--- src/rtl/if_synth_pkg.sv ---
// if_synth_pkg: shared types and widths for the IF PLL reconfiguration controller.
package if_synth_pkg;
  localparam int FREQ_W = 9;
  localparam int DIV_W  = 8;
  localparam int CNT_W  = 16;
  typedef enum logic [2:0] {IDLE, LOAD, WAIT_BUSY, WAIT_DONE, RST_PLL, WAIT_LOCK} state_t;
endpackage

--- src/rtl/if_pll_timer.sv ---
// if_pll_timer: loadable down-counter; done is high once the count reaches zero.
module if_pll_timer
  import if_synth_pkg::*;
(
  input  logic             clk,
  input  logic             rst,
  input  logic             load,
  input  logic [CNT_W-1:0] val,
  output logic             done
);
  logic [CNT_W-1:0] cnt;
  always_ff @(posedge clk or posedge rst)
    if (rst) cnt <= '0;
    else if (load) cnt <= val;
    else if (cnt != '0) cnt <= cnt - CNT_W'(1);
  assign done = cnt == '0;
endmodule

--- src/rtl/if_pll_reconfig_ctrl.sv ---
// if_pll_reconfig_ctrl: sequences PLL reconfiguration (load, reset, relock) per requested IF code.
// Define IF_PLL_TIMEOUT_EN to bound the busy/lock waits by TIMEOUT_CYCLES.
module if_pll_reconfig_ctrl
  import if_synth_pkg::*;
#(
  parameter int N_DIV          = 1,
  parameter int C0_DIV         = 4,
  parameter int RST_CYCLES     = 4,
  parameter int TIMEOUT_CYCLES = 65535
) (
  input  logic              clk,
  input  logic              rst,
  input  logic [FREQ_W-1:0] if_freq,
  input  logic              freq_strobe,
  output logic [FREQ_W-1:0] pll_m,
  output logic [DIV_W-1:0]  pll_n,
  output logic [DIV_W-1:0]  pll_c0,
  output logic              cfg_strobe,
  input  logic              cfg_busy,
  output logic              pll_reset,
  input  logic              pll_lock,
  output logic              locked,
  output logic              err
);
  state_t state, nxt;
  logic [FREQ_W-1:0] code, app_code, pend_code, req_code;
  logic app_v, pend_v, req_v, acc, rej, lock_ok, abort;
  logic t_load, t_done, tmo;
  logic [CNT_W-1:0] t_val;
  assign req_v    = freq_strobe | pend_v;
  assign req_code = freq_strobe ? if_freq : pend_code;
  assign locked   = state == IDLE && app_v && pll_lock;
  assign rej      = state == IDLE && req_v && req_code == '0;
  assign acc      = state == IDLE && req_v && req_code != '0 && !(locked && req_code == app_code);
  assign lock_ok  = state == WAIT_LOCK && pll_lock;
  assign abort    = state != IDLE && nxt == IDLE && !lock_ok;
`ifdef IF_PLL_TIMEOUT_EN
  assign tmo = t_done;
`else
  assign tmo = 1'b0;
`endif
  always_comb begin
    nxt = state;
    case (state)
      IDLE:      nxt = acc ? LOAD : IDLE;
      LOAD:      nxt = WAIT_BUSY;
      WAIT_BUSY: nxt = cfg_busy ? WAIT_DONE : tmo ? IDLE : WAIT_BUSY;
      WAIT_DONE: nxt = !cfg_busy ? RST_PLL : tmo ? IDLE : WAIT_DONE;
      RST_PLL:   nxt = t_done ? WAIT_LOCK : RST_PLL;
      WAIT_LOCK: nxt = (pll_lock || tmo) ? IDLE : WAIT_LOCK;
      default:   nxt = IDLE;
    endcase
  end
  // One timer serves both the reset pulse width and the wait-state timeouts.
  assign t_load = nxt != state && nxt inside {WAIT_BUSY, WAIT_DONE, RST_PLL, WAIT_LOCK};
  assign t_val  = nxt == RST_PLL ? CNT_W'(RST_CYCLES - 1) : CNT_W'(TIMEOUT_CYCLES - 1);
  if_pll_timer u_timer (.clk(clk), .rst(rst), .load(t_load), .val(t_val), .done(t_done));
  always_ff @(posedge clk or posedge rst) begin
    if (rst) begin
      state      <= IDLE;
      pll_m      <= '0;
      pll_n      <= '0;
      pll_c0     <= '0;
      cfg_strobe <= 1'b0;
      pll_reset  <= 1'b1;
      err        <= 1'b0;
      code       <= '0;
      app_code   <= '0;
      app_v      <= 1'b0;
      pend_code  <= '0;
      pend_v     <= 1'b0;
    end else begin
      state      <= nxt;
      cfg_strobe <= state == LOAD;
      pll_reset  <= nxt == RST_PLL;
      if (acc) begin
        code  <= req_code;
        app_v <= 1'b0;
      end
      if (state == LOAD) begin
        pll_m  <= code;
        pll_n  <= DIV_W'(N_DIV);
        pll_c0 <= DIV_W'(C0_DIV);
      end
      if (rej || abort) err <= 1'b1;
      if (lock_ok) begin
        app_v    <= 1'b1;
        app_code <= code;
        err      <= 1'b0;
      end
      // Requests arriving mid-sequence wait here; only the newest survives.
      if (state == IDLE) pend_v <= 1'b0;
      else if (freq_strobe) begin
        pend_v    <= 1'b1;
        pend_code <= if_freq;
      end
    end
  end
endmodule

--- config.mk ---
export PLATFORM = sky130hd
export DESIGN_NAME = if_pll_reconfig_ctrl
export DESIGN_NICKNAME = d
export VERILOG_FILES = /design/src/rtl/if_synth_pkg.sv /design/src/rtl/if_pll_timer.sv /design/src/rtl/if_pll_reconfig_ctrl.sv
export SDC_FILE = /design/constraint.sdc
export NUM_CORES = 1
export LEC_CHECK = 0
export CAP_MARGIN = 20
export CORE_UTILIZATION = 30
export CTS_CLUSTER_SIZE = 20
export DETAILED_ROUTE_END_ITERATION = 10
export PLACE_DENSITY = 0.52
export SYNTH_ARGS = -nofsm -noshare
export SYNTH_HDL_FRONTEND = slang
export SYNTH_SLANG_ARGS = --single-unit
--- constraint.sdc ---
create_clock -name clk -period 2.5 [get_ports clk]
set_input_delay 0.625 -clock clk [delete_from_list [all_inputs] [get_ports clk]]
set_output_delay 0.625 -clock clk [all_outputs]
set_load 0.1 [all_outputs]
==> reports/metrics.csv, run 1 <==
stage,metric,value,unit
status,outcome,"complete, no violations",
placed_design,gp_congestion,0.7647,
detailed_routing,viasPerCell,4.481,
cells_and_area,fin_area,0.003669,mm2
detailed_routing,avgRoutedWirePerCell,13.24,um
cts,cts.clk_slew.worst_paths,0.07,ns
die,io_pins,43,
worst_setup_path,start_kind,input pin,
timing,fin_setup_tns,0,ns
timing,final-max-slew-violation-count,0,
cells_and_area,drive_above_1_share,23.87,%
detailed_routing,wl,6.144,mm
synthesis,synthDistinctLibCells,45,
worst_setup_path,worst_path_max_delay_cell,or4_1,
worst_setup_path,required,2.71,ns
detailed_routing,dr_total_vias,2079,
timing,fmax,0.4120,GHz
detailed_routing,antenna_left,0,
cts,postCtsHoldBufs,0,
cts,numCtsBuffers,9,
placed_design,hpwl,4.208,mm
timing,fin_worst_skew,0.007031,ns
worst_setup_path,path_class,input pin to flop,
die,chipWidth,102.2,um
power_and_ir_drop,power_density,1379,mW/mm2
timing,tightest_slew,0.5353,ns
synthesis,postSynthAreaPerCell,10.76,um2
cts,cts_num_sinks,61,
synthesis,synth_top_area_cell,dfrtp_1,
grt,grt_pass1_wl,10.32,mm
worst_setup_path,path_delay_family,simple AND/OR/NAND/NOR gates,
cts,clock_latency,0.34,ns
cells_and_area,area_growth,21.76,%
grt,antenna_found_initial,0,
cells_and_area,multiInputGateArea,0.001308,mm2
detailed_routing,drc,0,
synthesis,netlist_top_cells_area,"dfrtp_1 50%, mux2_2 6.4%, mux2i_1 6.0%",
timing,hold_viol,0,
timing,relSlewSlack,64.31,%
detailed_routing,firstDrtPassIters,4,
worst_setup_path,slowest_delay,0.53,ns
cells_and_area,final_net_count,341,
detailed_routing,drt_iter0_drc,44,
synthesis,ys_seq_area_share,50.71,%
cts,clockBufferDepth,2,
timing,rsz0062_at_grt,false,
synthesis,synth-main-ff-cell,dfrtp_1,
timing,finalSetupViolCount,0,
run,maxCapViolCount,0,
die,die_h,102.2,um
timing,post-route-min-period,2.427,ns
worst_setup_path,cp_data_arrival_time,2.64,ns
min_path,hp-class,flop to flop,
worst_setup_path,worst_setup_path_end_kind,flop,
die,rows,36,
cts,cts_tree,yes,
cells_and_area,fillCellCount,963,
worst_setup_path,worstPathMaxFanout,9,
timing,fin_crit_sh,97.08,%
synthesis,netlist.area_leader.share,49.83,%
die,coreArea,0.009774,mm2
worst_setup_path,crit_chain,clkdlybuf4s50_1 -> buf_12 -> mux2i_2 -> xnor2_1 -> nor4_1 -> a31oi_1 -> or4_1,
cells_and_area,regArea,0.001528,mm2
worst_setup_path,crit_buf_inv,2,
grt,grt_usage,13.29,%
synthesis,synth-seq-cells,61,
grt,first_global_vias,2054,
cells_and_area,antenna_cells_inserted,0,
timing,whs,0.4869,ns
die,dieArea,0.01045,mm2
power_and_ir_drop,peakVddDrop,0.7537,mV
synthesis,async_flop_share,100.0,%
die,start_util,30.82,%
synthesis,synth_cells,280,
grt,overflow,0,
synthesis,synth_edf_count,0,
synthesis,yosysWarnings,0,
placed_design,place_area,0.003470,mm2
power_and_ir_drop,leakage,1.591,nW
cts,root_buffer,clkbuf_8,
placed_design,io_buffers,28,
grt,grt_max_degree,62,
cts,cts_max_level,3,
synthesis,synthesis.area,0.003013,mm2
-- cells in the final DEF (no fill, tap or decap), drive strengths merged, types with 5 or more instances in the layout --
cell type / instances
a21oi: 5
buf: 35
clkbuf: 10
clkdlybuf4s50: 13
conb: 14
dfrtp: 60
inv: 16
mux2: 17
mux2i: 19
nand2: 19
nor2: 18
nor3: 5
nor4: 8
o21ai: 25
xnor2: 18
xor2: 6
-- kinds of logic after synthesis --
kind of cell | share of synthesized area, %
flops | 50.71
compound gates | 7.268
buf+inv | 7.807
fa+ha+maj | 0.4152
xor+xnor | 6.977
mux | 12.79
simple gates | 13.91
other cells | 0.1245
-- metrics by stage --
stage,instances,power [mW],setup slack (ns),util [%]
after floorplan,293,3.728,0.2784,-
final,464,5.059,0.07308,37.53
after global routing,464,5.420,0.001837,37.53
after CTS,462,5.124,0.04398,37.30
after detailed placement,446,4.308,-0.3143,35.50
after global placement,446,4.275,-0.2438,35.50
-- cell usage after synthesis (2+ instances only) --
cell type	n
dfrtp_1	60
o21ai_0	22
nand2_1	19
mux2i_1	18
nor2_1	18
xnor2_1	18
mux2_2	17
buf_4	16
inv_1	16
nor4_1	6
xor2_1	6
a21oi_1	5
clkbuf_1	5
nor3_1	5
nand2b_1	4
nor4b_1	4
a31oi_1	3
nand3_1	3
or3_1	3
and3b_1	2
buf_2	2
buf_6	2
nand4_1	2
o21ai_1	2
or4_1	2
-- layout make-up --
type,count,area share [%]
multi-input cells,190,35.64
inverters,16,1.637
repair buffers,48,11.73
clock buffers,10,3.752
well taps,133,4.536
flip-flops and latches,61,41.64
clock inverters,6,1.057
-- per-layer routing --
layer	GRT usage, %	wire length, um	up-vias
met4	4.286	60	0
li1	-	-	1027
met5	0	0	-
met2	21.37	3110	39
met1	16.63	2757	1007
met3	4.788	216	6
-- worst register-to-register path, stage by stage (launching register included) --
cell     delay, ns
dfrtp_1       0.42
or4_1         0.62
nor4_4        0.39
nand2_1       0.20
o21ai_2       0.27
o21ai_0       0.19
-- worst paths after layout --
check	depth (start not counted)	slack (ns)	to	start
worst max-delay path	7	0.07	state[0]$_DFF_PP0_	freq_strobe
worst min-delay path	2	0.49	pend_v$_DFFE_PP0P_	pend_v$_DFFE_PP0P_
worst max register to register	5	0.26	u_timer.cnt[11]$_DFFE_PP0P_	u_timer.cnt[7]$_DFFE_PP0P_
worst min register to register	2	0.49	pend_v$_DFFE_PP0P_	pend_v$_DFFE_PP0P_
max in group asynchronous	3	1.53	pll_reset$_DFF_PP1_	rst
min in group asynchronous	3	0.67	pll_n[0]$_DFFE_PP0P_	rst
-- flip-flops by register name (all words and copies together) (netlist names), 3 cells and up --
register and flops:
app_code 9, code 9, pend_code 9, pll_m 9, state 3, u_timer.cnt 16
-- report_power, final --
| group | internal [mW] | switching, mW | leakage [nW] |
|---|---|---|---|
| sequential | 1.47 | 0.359 | 0.721 |
| combinational | 0.862 | 1.58 | 0.782 |
| clock | 0.382 | 0.402 | 0.0880 |
-- repair_timing --
item	4_1_cts	5_1_grt
setup buffers	0	2
resized for setup	0	2
endpoints found under the setup margin	0	3
(Power assumes the default switching activity.)
==> inputs of run 2 (changes only) <==
- clock period: 2.5 -> 3.15 ns (I/O delays scaled with it)
==> reports/metrics.csv, run 2 (synthesis results as in run 1) <==
stage,metric,value,unit,change
worst_setup_path,path_class,input pin to flop,,
cts,root_buffer,clkbuf_8,,
worst_setup_path,reg2reg_slack,0.85,ns,+0.59 ns
detailed_routing,firstDrtPassIters,4,,unchanged
cts,cts_setup_buffers,0,,unchanged
timing,fmax,0.3767,GHz,
grt,grt_max_degree,62,,unchanged
worst_setup_path,timing.rr.start,u_timer.cnt[2]$_DFFE_PP0P_,,
cts,cts_tree,yes,,
cts,cts_num_sinks,61,,unchanged
detailed_routing,viasPerCell,4.486,,+0.11%
detailed_routing,dr_total_vias,2023,,-2.7%
min_path,hp-class,flop to flop,,
timing,post-route-min-period,2.655,ns,
cts,postCtsHoldBufs,0,,unchanged
status,outcome,"complete, no violations",,
cells_and_area,final_net_count,328,,-3.8%
cells_and_area,largest_reg_flops,16,,unchanged
placed_design,hpwl,4.234,mm,+0.63%
cells_and_area,final_common_cell,dfrtp_1,,
timing,fin_worst_skew,0.008190,ns,+0.001159 ns
die,die_h,102.2,um,unchanged
power_and_ir_drop,leakage,1.576,nW,-0.97%
detailed_routing,antenna_left,0,,unchanged
power_and_ir_drop,peakVddDrop,0.6186,mV,-18%
timing,tightest_slew,0.5686,ns,+0.03331 ns
cells_and_area,largest-register,u_timer.cnt,,
power_and_ir_drop,power_density,1176,mW/mm2,-15%
timing,fin_setup_tns,0,ns,unchanged
grt,grt_pass1_wl,10.47,mm,+1.5%
timing,relSlewSlack,62.09,%,-2.2 points
detailed_routing,wl,6.284,mm,+2.3%
placed_design,gp_congestion,0.7335,,-4.1%
timing,finalSetupViolCount,0,,unchanged
worst_setup_path,cp_data_arrival_time,2.87,ns,+0.23 ns
die,start_util,30.82,%,unchanged
detailed_routing,drc,0,,unchanged
grt,first_global_vias,2119,,+3.2%
min_path,hp-start,pend_v$_DFFE_PP0P_,,
worst_setup_path,worstPathMaxFanout,13,,+4
die,dieArea,0.01045,mm2,unchanged
cts,cts_max_level,3,,unchanged
worst_setup_path,reg2reg_depth,5,,unchanged
grt,antenna_found_initial,0,,unchanged
cells_and_area,drive_above_1_share,19.81,%,-4.1 points
timing,whs,0.4993,ns,+0.01235 ns
cts,clock_latency,0.35,ns,about the same
detailed_routing,avgRoutedWirePerCell,13.93,um,+5.2%
worst_setup_path,setup.worst_path.start,freq_strobe,,
die,coreArea,0.009774,mm2,unchanged
worst_setup_path,start_kind,input pin,,
detailed_routing,drt_iter0_drc,50,,+14%
grt,grt_usage,13.70,%,+0.41 points
worst_setup_path,regToRegEndpoint,u_timer.cnt[11]$_DFFE_PP0P_,,
die,io_pins,43,,unchanged
run,maxCapViolCount,0,,unchanged
grt,overflow,0,,unchanged
cts,clockBufferDepth,2,,unchanged
min_path,holdPathStages,2,,unchanged
worst_setup_path,worst_setup_path_end_kind,flop,,
timing,rsz0062_at_grt,false,,
timing,hold_viol,0,,unchanged
timing,final-max-slew-violation-count,0,,unchanged
placed_design,io_buffers,28,,unchanged
timing,fin_crit_sh,84.27,%,
cells_and_area,area_growth,21.39,%,
cts,cts.clk_slew.worst_paths,0.07,ns,about the same
die,rows,36,,unchanged
cells_and_area,antenna_cells_inserted,0,,unchanged
die,chipWidth,102.2,um,unchanged
cts,cts_resized,0,,unchanged
cts,numCtsBuffers,9,,unchanged
worst_setup_path,required,3.37,ns,+0.66 ns
worst_setup_path,crit_end,state[0]$_DFF_PP0_,,
cells_and_area,mostFrequentLayoutCells,"60 x dfrtp_1, 22 x o21ai_0, 19 x nand2_1, 19 x buf_4",,
[run 2: cell count changes in the layout (fill, tap and decap cells not counted), moves of 2 or more]
cell / before / now
bufinv_16: 0 / 4
clkinv_2: 3 / 1
clkinvlp_4: 2 / 0
buf_4: 32 / 19
[run 2: layout make-up]
| cell class | count | area, um2 |
|---|---|---|
| Fill cell | 975 | 6117 |
| Sequential cell | 61 | 1528 |
| Multi-Input combinational cell | 190 | 1299 |
| Timing Repair Buffer | 35 | 332.8 |
| Tap cell | 133 | 166.4 |
| Clock buffer | 10 | 137.6 |
| Clock inverter | 6 | 133.9 |
| Inverter | 16 | 60.06 |
[run 2: power breakdown]
part | total, mW | internal [mW] | switching (mW)
sequential | 1.49 | 1.17 | 0.320
combinational | 1.86 | 0.637 | 1.22
clock | 0.952 | 0.627 | 0.325
[run 2: metrics by stage]
stage	area, um2	std cells	power (mW)	utilization, %	setup WS (ns)
3_5_place_dp	3386	435	3.377	34.64	0.1378
4_1_cts	3657	451	4.353	37.42	0.5162
3_3_place_gp	3386	435	3.342	34.64	0.2072
6_report	3657	451	4.301	37.42	0.4955
5_1_grt	3657	451	4.578	37.42	0.4123
2_1_floorplan	3062	293	2.959	-	0.6310
[run 2: worst max-delay path: stages]
cell and delay, ns:
clkdlybuf4s50_1 0.51, buf_12 0.16, mux2i_1 0.27, xnor2_1 0.09
nor4_1 0.33, a31oi_1 0.17, or4_1 0.55
[run 2: worst min path at each step]
stage | endpoint | slack, ns
floorplan | pend_v$_DFFE_PP0P_ | 0.45
detailed placement | pend_v$_DFFE_PP0P_ | 0.48
global placement | pend_v$_DFFE_PP0P_ | 0.48
global route | pll_m[0]$_DFFE_PP0P_ | 0.53
CTS | pend_v$_DFFE_PP0P_ | 0.50
finish | pend_v$_DFFE_PP0P_ | 0.50
[run 2: layer usage]
layer	global-route usage (%)	vias to the layer above	wire length, um
li1	-	998	-
met1	16.59	981	2914
met2	21.84	31	3030
met3	4.856	13	195
met4	6.374	0	144
met5	0	-	0
==> inputs of run 3 (changes only) <==
- clock period: 3.15 -> 2.6 ns (I/O delays scaled with it)
==> reports/metrics.csv, run 3 (synthesis results as in run 1) <==
stage,metric,value,unit,change
status,outcome,"complete, no violations",,
cts,numCtsBuffers,9,,unchanged
die,rows,36,,unchanged
timing,fmax,0.4020,GHz,
detailed_routing,wl,6.109,mm,-2.8%
grt,overflow,0,,unchanged
power_and_ir_drop,peakVddDrop,0.7390,mV,+19%
power_and_ir_drop,leakage,1.600,nW,+1.6%
cells_and_area,mostFrequentLayoutCells,"60 x dfrtp_1, 27 x buf_4, 22 x o21ai_0",,
cells_and_area,area_growth,22.59,%,
detailed_routing,firstDrtPassIters,4,,unchanged
timing,fin_setup_tns,0,ns,unchanged
worst_setup_path,path_class,input pin to flop,,
cts,cts_setup_buffers,0,,unchanged
timing,fin_worst_skew,0.008570,ns,+0.0003801 ns
cells_and_area,regArea,0.001528,mm2,unchanged
cells_and_area,drive_above_1_share,22.32,%,+2.5 points
cts,cts.clk_slew.worst_paths,0.07,ns,about the same
grt,antenna_found_initial,0,,unchanged
worst_setup_path,reg2reg_slack,0.31,ns,-0.54 ns
timing,finalSetupViolCount,0,,unchanged
die,die_h,102.2,um,unchanged
timing,final-max-slew-violation-count,0,,unchanged
cells_and_area,fillCellCount,1000,,+2.6%
cells_and_area,largest_reg_flops,16,,unchanged
worst_setup_path,worstPathMaxFanout,10,,-3
placed_design,dp_slack,-0.2470,ns,-0.3848 ns
worst_setup_path,worst_setup_path_end_kind,flop,,
cells_and_area,final_common_cell,dfrtp_1,,
cts,cts_tree,yes,,
die,dieArea,0.01045,mm2,unchanged
worst_setup_path,cp_data_arrival_time,2.70,ns,-0.17 ns
timing,tightest_slew,0.5951,ns,+0.02647 ns
cells_and_area,final_util,37.79,%,+0.37 points
cts,root_buffer,clkbuf_8,,
timing,rsz0062_at_grt,false,,
cells_and_area,antenna_cells_inserted,0,,unchanged
die,io_pins,43,,unchanged
detailed_routing,drt_iter0_drc,66,,+32%
timing,post-route-min-period,2.488,ns,
placed_design,place_area,0.003466,mm2,+2.4%
cells_and_area,final_net_count,337,,+2.7%
cells_and_area,multiInputGateArea,0.001303,mm2,+0.29%
cts,postCtsHoldBufs,0,,unchanged
grt,grt_pass1_wl,10.43,mm,-0.47%
cts,clockBufferDepth,2,,unchanged
cts,cts_max_level,3,,unchanged
worst_setup_path,required,2.81,ns,-0.56 ns
die,coreArea,0.009774,mm2,unchanged
placed_design,io_buffers,28,,unchanged
cells_and_area,fin_area,0.003694,mm2,+0.99%
detailed_routing,drc,0,,unchanged
min_path,hp-class,flop to flop,,
timing,relSlewSlack,60.00,%,-2.1 points
grt,grt_usage,13.36,%,-0.34 points
worst_setup_path,start_kind,input pin,,
timing,whs,0.5083,ns,+0.009003 ns
run,maxCapViolCount,0,,unchanged
placed_design,hpwl,4.379,mm,+3.4%
timing,fin_ws,0.1123,ns,-0.3832 ns
detailed_routing,viasPerCell,4.500,,+0.32%
die,start_util,30.82,%,unchanged
timing,fin_crit_sh,95.68,%,
detailed_routing,avgRoutedWirePerCell,13.28,um,-4.7%
cts,cts_num_sinks,61,,unchanged
power_and_ir_drop,power_density,1362,mW/mm2,+16%
die,chipWidth,102.2,um,unchanged
detailed_routing,dr_total_vias,2070,,+2.3%
placed_design,gp_congestion,0.7527,,+2.6%
cells_and_area,largest-register,u_timer.cnt,,
cts,clock_latency,0.34,ns,about the same
grt,grt_max_degree,24,,-61%
grt,first_global_vias,2169,,+2.4%
detailed_routing,antenna_left,0,,unchanged
timing,hold_viol,0,,unchanged
cts,cts_resized,0,,unchanged
-- run 3: cell count changes in the layout (fill, tap and decap cells not counted), sizes merged --
cell      change
clkinvlp      +1
buf           +9
clkinv        +1
bufinv        -2
-- run 3: cell type report --
cell class | instances | share of cell area, %
Inverter | 16 | 1.626
Timing Repair Buffer | 44 | 11.18
Tap cell | 133 | 4.505
Multi-Input combinational cell | 190 | 35.26
Sequential cell | 61 | 41.36
Clock buffer | 10 | 3.726
Clock inverter | 6 | 2.337
-- run 3: metrics by stage --
stage                     total power [mW]  std cells
final                                5.031        460
after global routing                 5.388        460
after CTS                            5.100        460
after detailed placement             4.133        444
after global placement               4.095        444
after floorplan                      3.584        293
-- run 3: power breakdown --
group | leakage [nW] | internal, mW | total, mW | switching [mW]
logic | 0.768 | 0.813 | 2.31 | 1.50
clock network | 0.112 | 0.564 | 0.943 | 0.380
registers | 0.721 | 1.42 | 1.78 | 0.361
total | 1.60 | 2.79 | 5.03 | 2.24
-- run 3: metal layers --
metal | vias up | track usage (%) | wire, um
li1 | 1016 | - | -
met1 | 1014 | 15.97 | 2737
met2 | 35 | 22.41 | 3076
met3 | 5 | 5.198 | 233
met4 | 0 | 3.626 | 61
met5 | - | 0 | 0
-- run 3: critical path, cell delays in order --
cell,delay [ns]
clkdlybuf4s50_1,0.50
buf_12,0.15
mux2i_1,0.29
xnor2_1,0.10
nor4_1,0.32
a31oi_1,0.15
or4_1,0.53
-- run 3: final timing paths --
path,start,to,cells past startpoint
worst max-delay path,freq_strobe,state[0]$_DFF_PP0_,7
worst min-delay path,code[6]$_DFFE_PP0P_,pll_m[6]$_DFFE_PP0P_,1
worst max register to register,u_timer.cnt[2]$_DFFE_PP0P_,u_timer.cnt[12]$_DFFE_PP0P_,5
worst min register to register,code[6]$_DFFE_PP0P_,pll_m[6]$_DFFE_PP0P_,1
max in group asynchronous,rst,pll_m[4]$_DFFE_PP0P_,3
min in group asynchronous,rst,pll_m[7]$_DFFE_PP0P_,2
